File: config.mk
export PLATFORM = sky130hd
export DESIGN_NAME = hub75_rx_flat
export DESIGN_NICKNAME = d
export VERILOG_FILES = /design/src/rtl/hub75_pkg.sv /design/src/rtl/hub75_rx_if.sv /design/src/rtl/hub75_sync_edge.sv /design/src/rtl/hub75.sv /design/src/flat_wrapper.sv
export SDC_FILE = /design/constraint.sdc
export NUM_CORES = 1
export LEC_CHECK = 0
export CORE_UTILIZATION = 45
export DETAILED_ROUTE_END_ITERATION = 10
export PLACE_DENSITY = 0.67
export SYNTH_ARGS = -nofsm -noshare
export SYNTH_HDL_FRONTEND = slang
export SYNTH_SLANG_ARGS = --single-unit
File: constraint.sdc
create_clock -name clk -period 2.5 [get_ports clk]
set_input_delay 0.5 -clock clk [delete_from_list [all_inputs] [get_ports clk]]
set_output_delay 0.5 -clock clk [all_outputs]
set_load 0.01 [all_outputs]
File: src/rtl/hub75_pkg.sv
// Shared constants and record types for the HUB75 receive-side monitor.
package hub75_pkg;

    localparam int HUB75_ROW_BITS    = 3;
    localparam int HUB75_NR_COLS     = 32;
    localparam int HUB75_OE_CNT_BITS = 16;
    localparam int HUB75_COL_BITS    = $clog2(HUB75_NR_COLS);

    typedef logic [2:0] rgb_t;

    typedef struct packed {
        logic [HUB75_ROW_BITS-1:0] row;
        logic [HUB75_COL_BITS:0]   nr_cols;
        logic                      overflow;
    } line_rec_t;

    typedef struct packed {
        logic [HUB75_ROW_BITS-1:0]    row;
        logic [HUB75_OE_CNT_BITS-1:0] cycles;
    } oe_rec_t;

    typedef enum logic {
        OE_OFF,
        OE_ON
    } oe_state_t;

endpackage

File: src/rtl/hub75_rx_if.sv
// HUB75 panel pin bundle: the driver side is the master, the receiver/monitor the slave.
import hub75_pkg::*;

interface hub75_rx_if #(
    parameter int ROW_BITS = HUB75_ROW_BITS
);
    logic                hub75_clk;
    logic                hub75_lat;
    logic                hub75_oe_;
    logic [ROW_BITS-1:0] hub75_row;
    logic                hub75_r0;
    logic                hub75_g0;
    logic                hub75_b0;
    logic                hub75_r1;
    logic                hub75_g1;
    logic                hub75_b1;

    modport master (
        output hub75_clk, hub75_lat, hub75_oe_, hub75_row,
        output hub75_r0, hub75_g0, hub75_b0, hub75_r1, hub75_g1, hub75_b1
    );

    modport slave (
        input hub75_clk, hub75_lat, hub75_oe_, hub75_row,
        input hub75_r0, hub75_g0, hub75_b0, hub75_r1, hub75_g1, hub75_b1
    );
endinterface

File: src/rtl/hub75_sync_edge.sv
// Two-flop synchroniser plus history register over a bus, with per-bit rise/fall strobes.
import hub75_pkg::*;

module hub75_sync_edge #(
    parameter int               WIDTH     = 1,
    parameter logic [WIDTH-1:0] RESET_VAL = '0
) (
    input  logic             clk,
    input  logic             reset_,
    input  logic [WIDTH-1:0] din,
    output logic [WIDTH-1:0] sync,
    output logic [WIDTH-1:0] rise,
    output logic [WIDTH-1:0] fall
);

    logic [WIDTH-1:0] meta;
    logic [WIDTH-1:0] hist;
    logic [2:0]       primed;

    // primed marks when sync and hist both hold real pin samples, so a pin
    // sitting at a non-idle level across reset release never looks like an edge.
    always_ff @(posedge clk or negedge reset_) begin
        if (!reset_) begin
            meta   <= RESET_VAL;
            sync   <= RESET_VAL;
            hist   <= RESET_VAL;
            primed <= '0;
        end else begin
            meta   <= din;
            sync   <= meta;
            hist   <= sync;
            primed <= {primed[1:0], 1'b1};
        end
    end

    assign rise = primed[2] ? (sync & ~hist) : '0;
    assign fall = primed[2] ? (~sync & hist) : '0;

endmodule

File: src/rtl/hub75.sv
// HUB75 receiver: decodes oversampled panel pins into pixel, line-latch and OE-pulse records.
import hub75_pkg::*;

module hub75_rx #(
    parameter int NR_COLS     = HUB75_NR_COLS,
    parameter int ROW_BITS    = HUB75_ROW_BITS,
    parameter int OE_CNT_BITS = HUB75_OE_CNT_BITS
) (
    input  logic                         clk,
    input  logic                         reset_,
    hub75_rx_if.slave                    hub,
    output logic                         pix_valid,
    output logic [$clog2(NR_COLS)-1:0]   pix_col,
    output rgb_t                         pix_rgb0,
    output rgb_t                         pix_rgb1,
    output logic                         line_valid,
    output logic [ROW_BITS-1:0]          line_row,
    output logic [$clog2(NR_COLS):0]     line_nr_cols,
    output logic                         line_overflow,
    output logic                         oe_valid,
    output logic [ROW_BITS-1:0]          oe_row,
    output logic [OE_CNT_BITS-1:0]       oe_cycles
);

    localparam int COL_BITS = $clog2(NR_COLS);
    localparam int W        = ROW_BITS + 9;
    localparam int CLK_BIT  = W - 1;
    localparam int LAT_BIT  = W - 2;
    localparam int OE_BIT   = W - 3;
    localparam logic [W-1:0]        IDLE_PINS = W'(1) << OE_BIT;
    localparam logic [COL_BITS:0]   COL_LIMIT = (COL_BITS + 1)'(NR_COLS);

    logic [W-1:0] raw_pins;
    logic [W-1:0] sync_pins;
    logic [W-1:0] rise;
    logic [W-1:0] fall;

    assign raw_pins = {hub.hub75_clk, hub.hub75_lat, hub.hub75_oe_, hub.hub75_row,
                       hub.hub75_r0, hub.hub75_g0, hub.hub75_b0,
                       hub.hub75_r1, hub.hub75_g1, hub.hub75_b1};

    // One synchroniser over the whole bus keeps data, row, lat and oe_ aligned with clk.
    hub75_sync_edge #(
        .WIDTH     (W),
        .RESET_VAL (IDLE_PINS)
    ) u_sync (
        .clk    (clk),
        .reset_ (reset_),
        .din    (raw_pins),
        .sync   (sync_pins),
        .rise   (rise),
        .fall   (fall)
    );

    logic                clk_rise;
    logic                lat_rise;
    logic [ROW_BITS-1:0] row_s;
    logic                unused_edges;

    assign clk_rise     = rise[CLK_BIT];
    assign lat_rise     = rise[LAT_BIT];
    assign row_s        = sync_pins[W-4 -: ROW_BITS];
    assign unused_edges = ^{rise[W-4:0], fall[W-1:W-2], fall[W-4:0], sync_pins[W-1:W-3]};

    logic [COL_BITS:0] col_cnt;
    logic [COL_BITS:0] col_next;
    logic              ovf;
    logic              ovf_next;
    logic              pix_take;

    // A pixel arriving together with the latch is counted into the line being closed.
    always_comb begin
        pix_take = clk_rise && (col_cnt < COL_LIMIT);
        col_next = pix_take ? col_cnt + 1'b1 : col_cnt;
        ovf_next = ovf | (clk_rise & ~pix_take);
    end

    always_ff @(posedge clk or negedge reset_) begin
        if (!reset_) begin
            pix_valid     <= 1'b0;
            pix_col       <= '0;
            pix_rgb0      <= '0;
            pix_rgb1      <= '0;
            line_valid    <= 1'b0;
            line_row      <= '0;
            line_nr_cols  <= '0;
            line_overflow <= 1'b0;
            col_cnt       <= '0;
            ovf           <= 1'b0;
        end else begin
            pix_valid  <= pix_take;
            line_valid <= lat_rise;
            if (pix_take) begin
                pix_col  <= col_cnt[COL_BITS-1:0];
                pix_rgb0 <= sync_pins[5:3];
                pix_rgb1 <= sync_pins[2:0];
            end
            if (lat_rise) begin
                line_row      <= row_s;
                line_nr_cols  <= col_next;
                line_overflow <= ovf_next;
                col_cnt       <= '0;
                ovf           <= 1'b0;
            end else begin
                col_cnt <= col_next;
                ovf     <= ovf_next;
            end
        end
    end

    oe_state_t              oe_state;
    logic [OE_CNT_BITS-1:0] oe_cnt;

    // The row is captured once at OE entry; later row changes inside the pulse are ignored.
    always_ff @(posedge clk or negedge reset_) begin
        if (!reset_) begin
            oe_state  <= OE_OFF;
            oe_cnt    <= '0;
            oe_valid  <= 1'b0;
            oe_row    <= '0;
            oe_cycles <= '0;
        end else begin
            oe_valid <= 1'b0;
            case (oe_state)
                OE_OFF: begin
                    if (fall[OE_BIT]) begin
                        oe_state <= OE_ON;
                        oe_row   <= row_s;
                        oe_cnt   <= OE_CNT_BITS'(1);
                    end
                end
                OE_ON: begin
                    if (rise[OE_BIT]) begin
                        oe_state  <= OE_OFF;
                        oe_valid  <= 1'b1;
                        oe_cycles <= oe_cnt;
                    end else if (oe_cnt != '1) begin
                        oe_cnt <= oe_cnt + 1'b1;
                    end
                end
                default: oe_state <= OE_OFF;
            endcase
        end
    end

endmodule

File: src/flat_wrapper.sv
// flat-port wrapper written by rule: the top's interface ports become plain ports
module hub75_rx_flat 
#(
    parameter int NR_COLS     = HUB75_NR_COLS,
    parameter int ROW_BITS    = HUB75_ROW_BITS,
    parameter int OE_CNT_BITS = HUB75_OE_CNT_BITS
)
  (clk, reset_, pix_valid, pix_col, pix_rgb0, pix_rgb1, line_valid, line_row, line_nr_cols, line_overflow, oe_valid, oe_row, oe_cycles, hub_hub75_clk, hub_hub75_lat, hub_hub75_oe_, hub_hub75_row, hub_hub75_r0, hub_hub75_g0, hub_hub75_b0, hub_hub75_r1, hub_hub75_g1, hub_hub75_b1);
  hub75_rx_if #(.ROW_BITS(ROW_BITS)) hub_i ();
  input  logic clk;
  input  logic reset_;
  output logic pix_valid;
  output logic [$clog2(NR_COLS)-1:0] pix_col;
  output rgb_t pix_rgb0;
  output rgb_t pix_rgb1;
  output logic line_valid;
  output logic [ROW_BITS-1:0] line_row;
  output logic [$clog2(NR_COLS):0] line_nr_cols;
  output logic line_overflow;
  output logic oe_valid;
  output logic [ROW_BITS-1:0] oe_row;
  output logic [OE_CNT_BITS-1:0] oe_cycles;
  input wire logic [$bits(hub_i.hub75_clk)-1:0] hub_hub75_clk;
  input wire logic [$bits(hub_i.hub75_lat)-1:0] hub_hub75_lat;
  input wire logic [$bits(hub_i.hub75_oe_)-1:0] hub_hub75_oe_;
  input wire logic [$bits(hub_i.hub75_row)-1:0] hub_hub75_row;
  input wire logic [$bits(hub_i.hub75_r0)-1:0] hub_hub75_r0;
  input wire logic [$bits(hub_i.hub75_g0)-1:0] hub_hub75_g0;
  input wire logic [$bits(hub_i.hub75_b0)-1:0] hub_hub75_b0;
  input wire logic [$bits(hub_i.hub75_r1)-1:0] hub_hub75_r1;
  input wire logic [$bits(hub_i.hub75_g1)-1:0] hub_hub75_g1;
  input wire logic [$bits(hub_i.hub75_b1)-1:0] hub_hub75_b1;
  assign hub_i.hub75_clk = hub_hub75_clk;
  assign hub_i.hub75_lat = hub_hub75_lat;
  assign hub_i.hub75_oe_ = hub_hub75_oe_;
  assign hub_i.hub75_row = hub_hub75_row;
  assign hub_i.hub75_r0 = hub_hub75_r0;
  assign hub_i.hub75_g0 = hub_hub75_g0;
  assign hub_i.hub75_b0 = hub_hub75_b0;
  assign hub_i.hub75_r1 = hub_hub75_r1;
  assign hub_i.hub75_g1 = hub_hub75_g1;
  assign hub_i.hub75_b1 = hub_hub75_b1;
  hub75_rx #(.NR_COLS(NR_COLS), .ROW_BITS(ROW_BITS), .OE_CNT_BITS(OE_CNT_BITS)) u_core (.clk(clk), .reset_(reset_), .hub(hub_i), .pix_valid(pix_valid), .pix_col(pix_col), .pix_rgb0(pix_rgb0), .pix_rgb1(pix_rgb1), .line_valid(line_valid), .line_row(line_row), .line_nr_cols(line_nr_cols), .line_overflow(line_overflow), .oe_valid(oe_valid), .oe_row(oe_row), .oe_cycles(oe_cycles));
endmodule
# Word-level counts from Yosys, hierarchy flattened
# Index checks and enable logic that the tools add are counted.
# op_classes
n_addsub,2
order_cmp,1
eq_ne,4
n_mux,14
bitwise,8
n_reduce_logical,4
# op_table
op,count
two-way mux 16 bit,3
one-hot mux 16 bit (2 select lines),1
adder 16 x 1 -> 16 bit (second input constant),1
inequality test 16 bit (second input constant),1
AND 12 bit,1
two-way mux 12 bit,1
two-way mux 6 bit,2
inverter 12 bit,1
AND 10 bit,1
two-way mux 10 bit,1
inverter 10 bit,1
adder 6 x 1 -> 6 bit (second input constant),1
< comparator 6 bit (second input constant),1
two-way mux 1 bit,5
inequality test 2 bit (second input constant),2
AND reduction 2 bit,2
AND reduction 3 bit,1
inequality test 2 x 1 -> 1 bit (second input constant),1
inverter 1 bit,2
one-hot mux 1 bit (2 select lines),1
AND 1 bit,1
logical AND 1 bit,1
bitwise OR 1 bit,1
# word_totals
regBits,106
input_bits,14
out_inout_bits,43
elab_cells,52

# Logic depth before layout (Yosys ltp)
# Gate-level depths: netlist of run 1.
# logic_depth
word_depth,8
ltp_mapped,8
depth_no_buf,6

# Modules after synthesis
# Synthesis of run 1 repeated with hierarchy kept, for this count alone.
# unflattened
cells_unflattened,321
area_unflattened_um2,4176.5
# modules_own_cells
module,n_inst,cells_per_inst,area_per_inst_um2,seq_area_each_um2
hub75_rx,1,255,2955.3,1676.6
hub75_sync_edge,1,66,1221.2,979.7

# Worst setup path before layout of run 1
# No wires, ideal clock.
# synth_path
kind,reg-to-reg
start,reg u_core.oe_cnt[0]
end,reg u_core.oe_cnt[3]
setup_time_ps,128
arrival_ps,1459
t_required_ps,2372
path_slack_ps,913
path_stages_with_launch,9
path_buffers,2
period_less_slack_ps,1587
path_cell_list,dfrtp_1 -> ha_1 -> and3_1 -> buf_2 -> nand4_4 -> o22ai_2 -> buf_2 -> o21ai_0 -> o31ai_1
# synth_between
elab_chain_len,4
word_cells_on_any_way,7
classes_between,1 x add/sub; 2 x eq/ne; 3 x mux; 1 x reduce/logical
# synth_lines
element,line,rtl
start: declaration,hub75.sv:112,logic [OE_CNT_BITS-1:0] oe_cnt;
start signal: assignment,hub75.sv:138,oe_cnt <= oe_cnt + 1'b1;
adder 16 x 1 -> 16 bit,hub75.sv:138,
two-way mux 16 bit,hub75.sv:137,end else if (oe_cnt != '1) begin
two-way mux 16 bit,hub75.sv:133,if (rise[OE_BIT]) begin
one-hot mux 16 bit (2 select lines),hub75.sv:124,case (oe_state)
# Several ways; a longest one is shown, not always the timed one. The select of a mux whose other input is x is not followed.
# A chain may end at the register's enable or synchronous reset.

# Worst setup path after layout of run 1
# layout_path
start,reg u_core.oe_cnt[0]
end,reg u_core.oe_cnt[5]
# The elaborated chain is that of the path after synthesis.

==> impl_metrics.json, run 1 <==
{
  "sink_count_of_the_clock_tree": 97,
  "drtIter0Drc": 127,
  "critical_path_maximum_fanout": 11,
  "route.detailed.wl_per_inst_um": 14.7,
  "final.setup.worst_slack_ns": 0.557,
  "synth.ff_latch_count": 97,
  "cap_violations": 0,
  "gr-usage-all-layers_pct": 17.7,
  "classification_of_the_worst_setup_path": "reg2reg",
  "clk_path_buf_depth": 2,
  "post_synth.cell_area_avg_um2": 12.7,
  "cp_startpoint_kind": "flip-flop",
  "grt_start_max_net_pins": 48,
  "hold_buffers": 0,
  "tns_ns": 0,
  "postSynthCellCount": 286,
  "drt.antenna.violating_nets": 0,
  "grt_pass1_wl_um": 11500,
  "boundaryPins": 57,
  "report.final.slew_viol_count": 0,
  "worst_setup_hold_path_clk_slew_ns": 0.09,
  "drtPass1Iterations": 4,
  "die_w_um": 91.9,
  "worst_skew_pair.late_latency_ns": 0.35,
  "synth_seq_area_share_pct": 66.9,
  "drc_errors": 0,
  "layout_commonest_cell": "dfrtp_1",
  "synth_simple_gate_area_share_pct": 11.7,
  "cts-root-buf": "clkbuf_8",
  "area.growth.synth_to_final_pct": 25.1,
  "final_core_util_pct": 58.5,
  "synth_top_family_by_area": "simple AND/OR/NAND/NOR gates",
  "transition_time_at_the_pin_with_the_least_slew_margin_ns": 0.595,
  "post-cts-setup-buffers": 0,
  "synthXorXnorAreaFrac_pct": 0.964,
  "place_area_um2": 4310,
  "p_comb_share_pct": 16.8,
  "dp_worst_setup_slack_ns": 0.629,
  "crit_end_element": "flip-flop",
  "synth_cell_types": 46,
  "timing.max_slew.rel_slack_pct": 60.1,
  "layout.nets": 360,
  "hold_ws_ns": 0.0779,
  "synth.mux.area_fraction_pct": 8.95,
  "power.sequential.fraction_pct": 51.7,
  "synth.cell_area_um2": 3630,
  "via_count": 2333,
  "timing.hold.worst.class": "in2async",
  "grt_pass1_vias": 2247,
  "htreeDepth": 3,
  "synth_warn": 0,
  "via_per_inst": 5.17,
  "period_minus_slack_ns": 1.94,
  "grt.busiest_layer": "met1",
  "die_area_um2": 8440,
  "report.final.hold_viol_count": 0,
  "power_density_nw_per_um2": 807,
  "fin_skew_ns": 0.00561,
  "max_freq_ghz": 0.515,
  "grt_util_met2_pct": 25.2,
  "ir_worst_vdd_mv": 0.343,
  "floorplan.die.height_um": 91.9,
  "design_area_final_um2": 4550,
  "power.static_leakage_uw": 0.00206,
  "synth_compound_gate_area_share_pct": 8.09,
  "std_cell_rows": 32,
  "rsz_0062_raised_after_global_routing": "false",
  "core_um2": 7770,
  "cts_made_buffers": 9,
  "place.port_buffers": 56,
  "post_synth_fa_ha_maj_area_fraction_pct": 0.688,
  "setup-violations-final": 0,
  "drive_above_1_share_pct": 17.8,
  "mostFrequentLayoutCells": "dfrtp_1, clkdlybuf4s50_1, nand2_1, mux2_2, o21ai_0",
  "insertedDiodeCount": 0,
  "post-dp-hpwl_um": 4510,
  "cp-startpoint": "u_core.oe_cnt[0]",
  "critical_path_arrival_ns": 2.20,
  "global_route.usage.met3_pct": 4.31,
  "synth-edff-count": 0,
  "wl_um": 6620,
  "floorplan.initialDensity_pct": 46.8,
  "power.switching_uw": 937,
  "cell_internal_pwr_uw": 2730,
  "clock_share_of_power_pct": 31.5,
  "global_route.usage.met1_pct": 25.6,
  "async_reset_ff_share_pct": 100,
  "place.gp.congestion": 0.843,
  "antenna_found_initial": 0,
  "synth_nets": 302,
  "fin_crit_sh_pct": 77.7,
  "p_sw_share_pct": 25.5,
  "run_status": "finished, final reports clean",
  "synth_top_flop_cell": "dfrtp_1",
  "postCtsResizedCells": 0,
  "r2r_start": "u_core.oe_cnt[0]",
  "cp_data_required_time_ns": 2.76,
  "cts_tree": "done",
  "globalRouteOverflowTotal": 0
}
[per-stage QoR]
step / total power [uW] / cells
after floorplan: 2190 / 286
after global placement: 2530 / 435
after detailed placement: 2550 / 435
after CTS: 3720 / 451
after global routing: 3870 / 451
final: 3670 / 451
[metal layers]
metal / vias to the layer above / wire [um]
li1: 1107 / -
met1: 1163 / 3250
met2: 54 / 3040
met3: 9 / 227
met4: 0 / 99
met5: - / 0
[area by class of cell]
type	count	area [um^2]
clock buffer	11	151
clock inverter	5	85.1
fill	663	3220
inverter	7	26.3
multi-input combinational	169	1120
sequential	97	2430
tap	102	128
timing repair buffer	60	601
[critical path: stages, from the launching register on]
cell and delay [ns]:
dfrtp_1 0.42, ha_1 0.24, and3_1 0.36, nand4_4 0.16, o22ai_2 0.39, o21ai_0 0.19, o31ai_1 0.09
[synth_stat cells (2+ instances only)]
master	instances	area share [%]
nand2_2	2	0.34
and4_1	2	0.48
ha_1	2	0.69
inv_1	6	0.62
mux2_2	28	8.7
o21ai_0	25	3.4
nand4_1	7	1.2
dfstp_2	3	2.2
clkbuf_1	3	0.31
buf_2	8	1.1
a21oi_1	6	0.83
o31ai_1	5	1.0
nor3_1	2	0.28
a31oi_1	4	0.69
dfrtp_1	94	65
and3_1	5	0.86
nand2_1	28	2.9
nand3_1	8	1.1
nor2_1	19	2.0
xor2_1	3	0.72
[worst paths after layout]
path                                                to  slack [ns]  cells after the start
worst min register to register  u_core.u_sync.sync[11]        0.35                      0
worst min-delay path             u_core.u_sync.sync[4]        0.08                      1
worst max register to register        u_core.oe_cnt[5]        0.56                      6
max in group asynchronous        u_core.u_sync.hist[9]        1.77                      2
min in group clk                u_core.u_sync.sync[11]        0.35                      0
worst max-delay path                  u_core.oe_cnt[5]        0.56                      6
[registers in the layout, indices dropped and copies added (netlist names)]
| signal | cells |
|---|---|
| u_core.col_cnt | 6 |
| u_core.ovf | 1 |
| u_core.u_sync.hist | 3 |
| u_core.line_overflow | 1 |
| u_core.u_sync.meta | 12 |
| u_core.line_row | 3 |
| u_core.u_sync.sync | 12 |
| u_core.pix_valid | 1 |
| u_core.oe_state | 1 |
| u_core.oe_cycles | 16 |
| u_core.line_valid | 1 |
| u_core.pix_col | 5 |
| u_core.pix_rgb1 | 3 |
| u_core.line_nr_cols | 6 |
| u_core.oe_valid | 1 |
| u_core.u_sync.primed | 3 |
| u_core.oe_cnt | 16 |
| u_core.pix_rgb0 | 3 |
| u_core.oe_row | 3 |
[cells by family after synthesis]
logic type               count (synthesis)
flip-flops                              97
AND/OR/NAND/NOR                         84
AO/OA/AOI/OAI                           49
multiplexers                            29
buffers and inverters                   20
XOR/XNOR                                 4
adder cells (fa/ha/maj)                  2
other                                    1
[power groups by stage]
| stage | Sequential [uW] | Combinational, uW | Clock (uW) |
|---|---|---|---|
| 3_3_place_gp | 1920 | 611 | 0 |
| 4_1_cts | 1900 | 627 | 1190 |
| 2_1_floorplan | 1950 | 238 | 0 |
| 3_5_place_dp | 1930 | 624 | 0 |
| 6_report | 1900 | 616 | 1150 |
| 5_1_grt | 1930 | 684 | 1260 |
Note: power is estimated with default switching activity, not from simulation.
==> run 2: changes to the inputs <==
--- a/config.mk
+++ b/config.mk
@@ -7,7 +7,7 @@
 export LEC_CHECK = 0
 export CORE_UTILIZATION = 45
 export DETAILED_ROUTE_END_ITERATION = 10
-export PLACE_DENSITY = 0.67
+export PLACE_DENSITY = 0.69
 export SYNTH_ARGS = -nofsm -noshare
 export SYNTH_HDL_FRONTEND = slang
 export SYNTH_SLANG_ARGS = --single-unit
==> constraint.sdc (replaced) <==
create_clock -name clk -period 1.65 [get_ports clk]
set_input_delay 0.33 -clock clk [delete_from_list [all_inputs] [get_ports clk]]
set_output_delay 0.33 -clock clk [all_outputs]
set_load 0.01 [all_outputs]
==> run 2 against run 1 <==
Against the previous run: sequential share of layout area shrank 2.1 points; register-to-register slack lost 0.46 ns; clock skew grew 0.0041 ns; via count grew 1.7%; wire length grew 0.23%; die area is the same; count of clock-buffer cells in the layout grew 1; first-iteration DRC count grew 28%; total power grew 46%; worst setup slack lost 0.51 ns; largest power group unchanged.
==> impl_metrics.json, run 2 (synthesis results as in run 1) <==
{
  "drtIter0Drc": 162,
  "fin_crit_sh_pct": 96.9,
  "cp_slowest_cell": "clkdlybuf4s50_1",
  "htreeDepth": 3,
  "tns_ns": 0,
  "gr-usage-all-layers_pct": 17.5,
  "ir_worst_vdd_mv": 0.478,
  "setup-violations-final": 0,
  "totalPowerFinal_uw": 5340,
  "grt_pass1_vias": 2288,
  "final.setup.worst_slack_ns": 0.0506,
  "report.final.slew_viol_count": 0,
  "die_w_um": 91.9,
  "critical-path-top-delay-family": "buffers and inverters",
  "critical_path_maximum_fanout": 2,
  "max_freq_ghz": 0.625,
  "sink_count_of_the_clock_tree": 97,
  "place.port_buffers": 56,
  "antenna_found_initial": 0,
  "numPlacedInstances": 458,
  "place.gp.congestion": 0.855,
  "std_cell_rows": 32,
  "r2r-end": "u_core.oe_cnt[13]",
  "critical_path_arrival_ns": 1.27,
  "cts-root-buf": "clkbuf_8",
  "grt_pass1_wl_um": 11300,
  "insertedDiodeCount": 0,
  "layout.nets": 384,
  "boundaryPins": 57,
  "run_status": "finished, final reports clean",
  "critical_path.n_buffers_inverters": 1,
  "via_count": 2372,
  "min_from": "u_core.u_sync.meta[2]",
  "hold-path-cell-count": 0,
  "cp_startpoint_kind": "flip-flop",
  "met1_length_um": 3210,
  "core_um2": 7770,
  "r2r_start": "u_core.u_sync.primed[2]",
  "detailroute.wirelength.met3_um": 241,
  "worst_setup_hold_path_clk_slew_ns": 0.10,
  "dr.max_layer_used": "met4",
  "die_area_um2": 8440,
  "worstPathCellList": "clkdlybuf4s50_1",
  "fin_skew_ns": 0.00972,
  "area.growth.synth_to_final_pct": 30.1,
  "via_per_inst": 4.99,
  "drt.antenna.violating_nets": 0,
  "clk_path_buf_depth": 2,
  "drive_above_1_share_pct": 23.6,
  "power_density_nw_per_um2": 1130,
  "post-cts-setup-buffers": 0,
  "crit_end_element": "primary output",
  "drtPass1Iterations": 4,
  "drc_errors": 0,
  "cp_data_required_time_ns": 1.32,
  "timing.hold.worst.class": "reg2reg",
  "worst_r2r_path_depth": 6,
  "globalRouteOverflowTotal": 0,
  "floorplan.die.height_um": 91.9,
  "fin_cells": 475,
  "cap_violations": 0,
  "reg2reg_setup_slack_ns": 0.10,
  "slowest_delay_ns": 0.54,
  "classification_of_the_worst_setup_path": "reg2out",
  "post-dp-hpwl_um": 4730,
  "floorplan.initialDensity_pct": 46.8,
  "met2_length_um": 3070,
  "worst_hold_endpoint": "u_core.u_sync.sync[2]",
  "worst_skew_pair.late_latency_ns": 0.36,
  "wl_um": 6640,
  "layout_top_registers": "u_core.oe_cnt: 16 flops, u_core.oe_cycles: 16 flops",
  "period_minus_slack_ns": 1.60,
  "rsz_0062_raised_after_global_routing": "false",
  "grt_start_max_net_pins": 32,
  "power.static_leakage_uw": 0.00220,
  "hold_ws_ns": 0.351,
  "cts_made_buffers": 9,
  "route.detailed.wl_per_inst_um": 14.0,
  "mostFrequentLayoutCells": "dfrtp_1, clkdlybuf4s50_1, nand2_1, mux2_2, buf_4",
  "layout_commonest_cell": "dfrtp_1",
  "cts_tree": "done",
  "dp_worst_setup_slack_ns": 0.0533,
  "report.final.hold_viol_count": 0
}
-- run 2: cell types whose count changed in the layout (fill, tap and decap cells not counted), moves of 3 or more --
cell	change
buf_4	+21
clkdlybuf4s50_1	-3
dlymetal6s2s_1	+3
o21ai_0	-4
o21ai_1	+3
-- run 2: final cells by class --
class / instances / area (um^2)
Clock buffer: 12 / 155
Clock inverter: 4 / 36.3
Fill cell: 660 / 3040
Inverter: 7 / 26.3
Multi-Input combinational cell: 169 / 1140
Sequential cell: 97 / 2430
Tap cell: 102 / 128
Timing Repair Buffer: 84 / 816
-- run 2: power breakdown --
group / internal, uW / total, uW / switching [uW]
Clock: 648 / 1460 / 810
Combinational: 589 / 1030 / 443
Sequential: 2660 / 2850 / 187
-- run 2: how the worst max path moves through the flow --
stage / slack, ns / start / end / depth (start not counted)
after detailed placement: 0.05 / u_core.oe_cnt[0] / u_core.oe_cnt[2] / 7
after floorplan: 0.06 / u_core.oe_cnt[0] / u_core.oe_cnt[3] / 8
final: 0.05 / u_core.line_overflow / line_overflow / 1
after global placement: 0.12 / u_core.oe_cnt[0] / u_core.oe_cnt[2] / 6
after global routing: 0.0003 / u_core.line_nr_cols[1] / line_nr_cols[1] / 1
after CTS: 0.02 / u_core.line_overflow / line_overflow / 1
-- run 2: per-stage QoR --
stage / util, % / area (um^2)
after floorplan: - / 3630
after global placement: 58.0 / 4510
after detailed placement: 58.0 / 4510
after CTS: 60.6 / 4710
after global routing: 60.9 / 4730
final: 60.9 / 4730
-- run 2: layer usage --
metal  track usage, %  vias up
met5                0        -
met2             26.5       51
met3             3.98        9
li1                 -     1160
met4             6.64        0
met1             24.7     1152
-- run 2: what timing repair did --
| item | 4_1_cts | 5_1_grt |
|---|---|---|
| hold endpoints to repair | 26 | 0 |
| pin swaps | 0 | 0 |
| resized for setup | 1 | 11 |
| hold buffers | 1 | 0 |
| setup endpoints to repair | 1 | 12 |
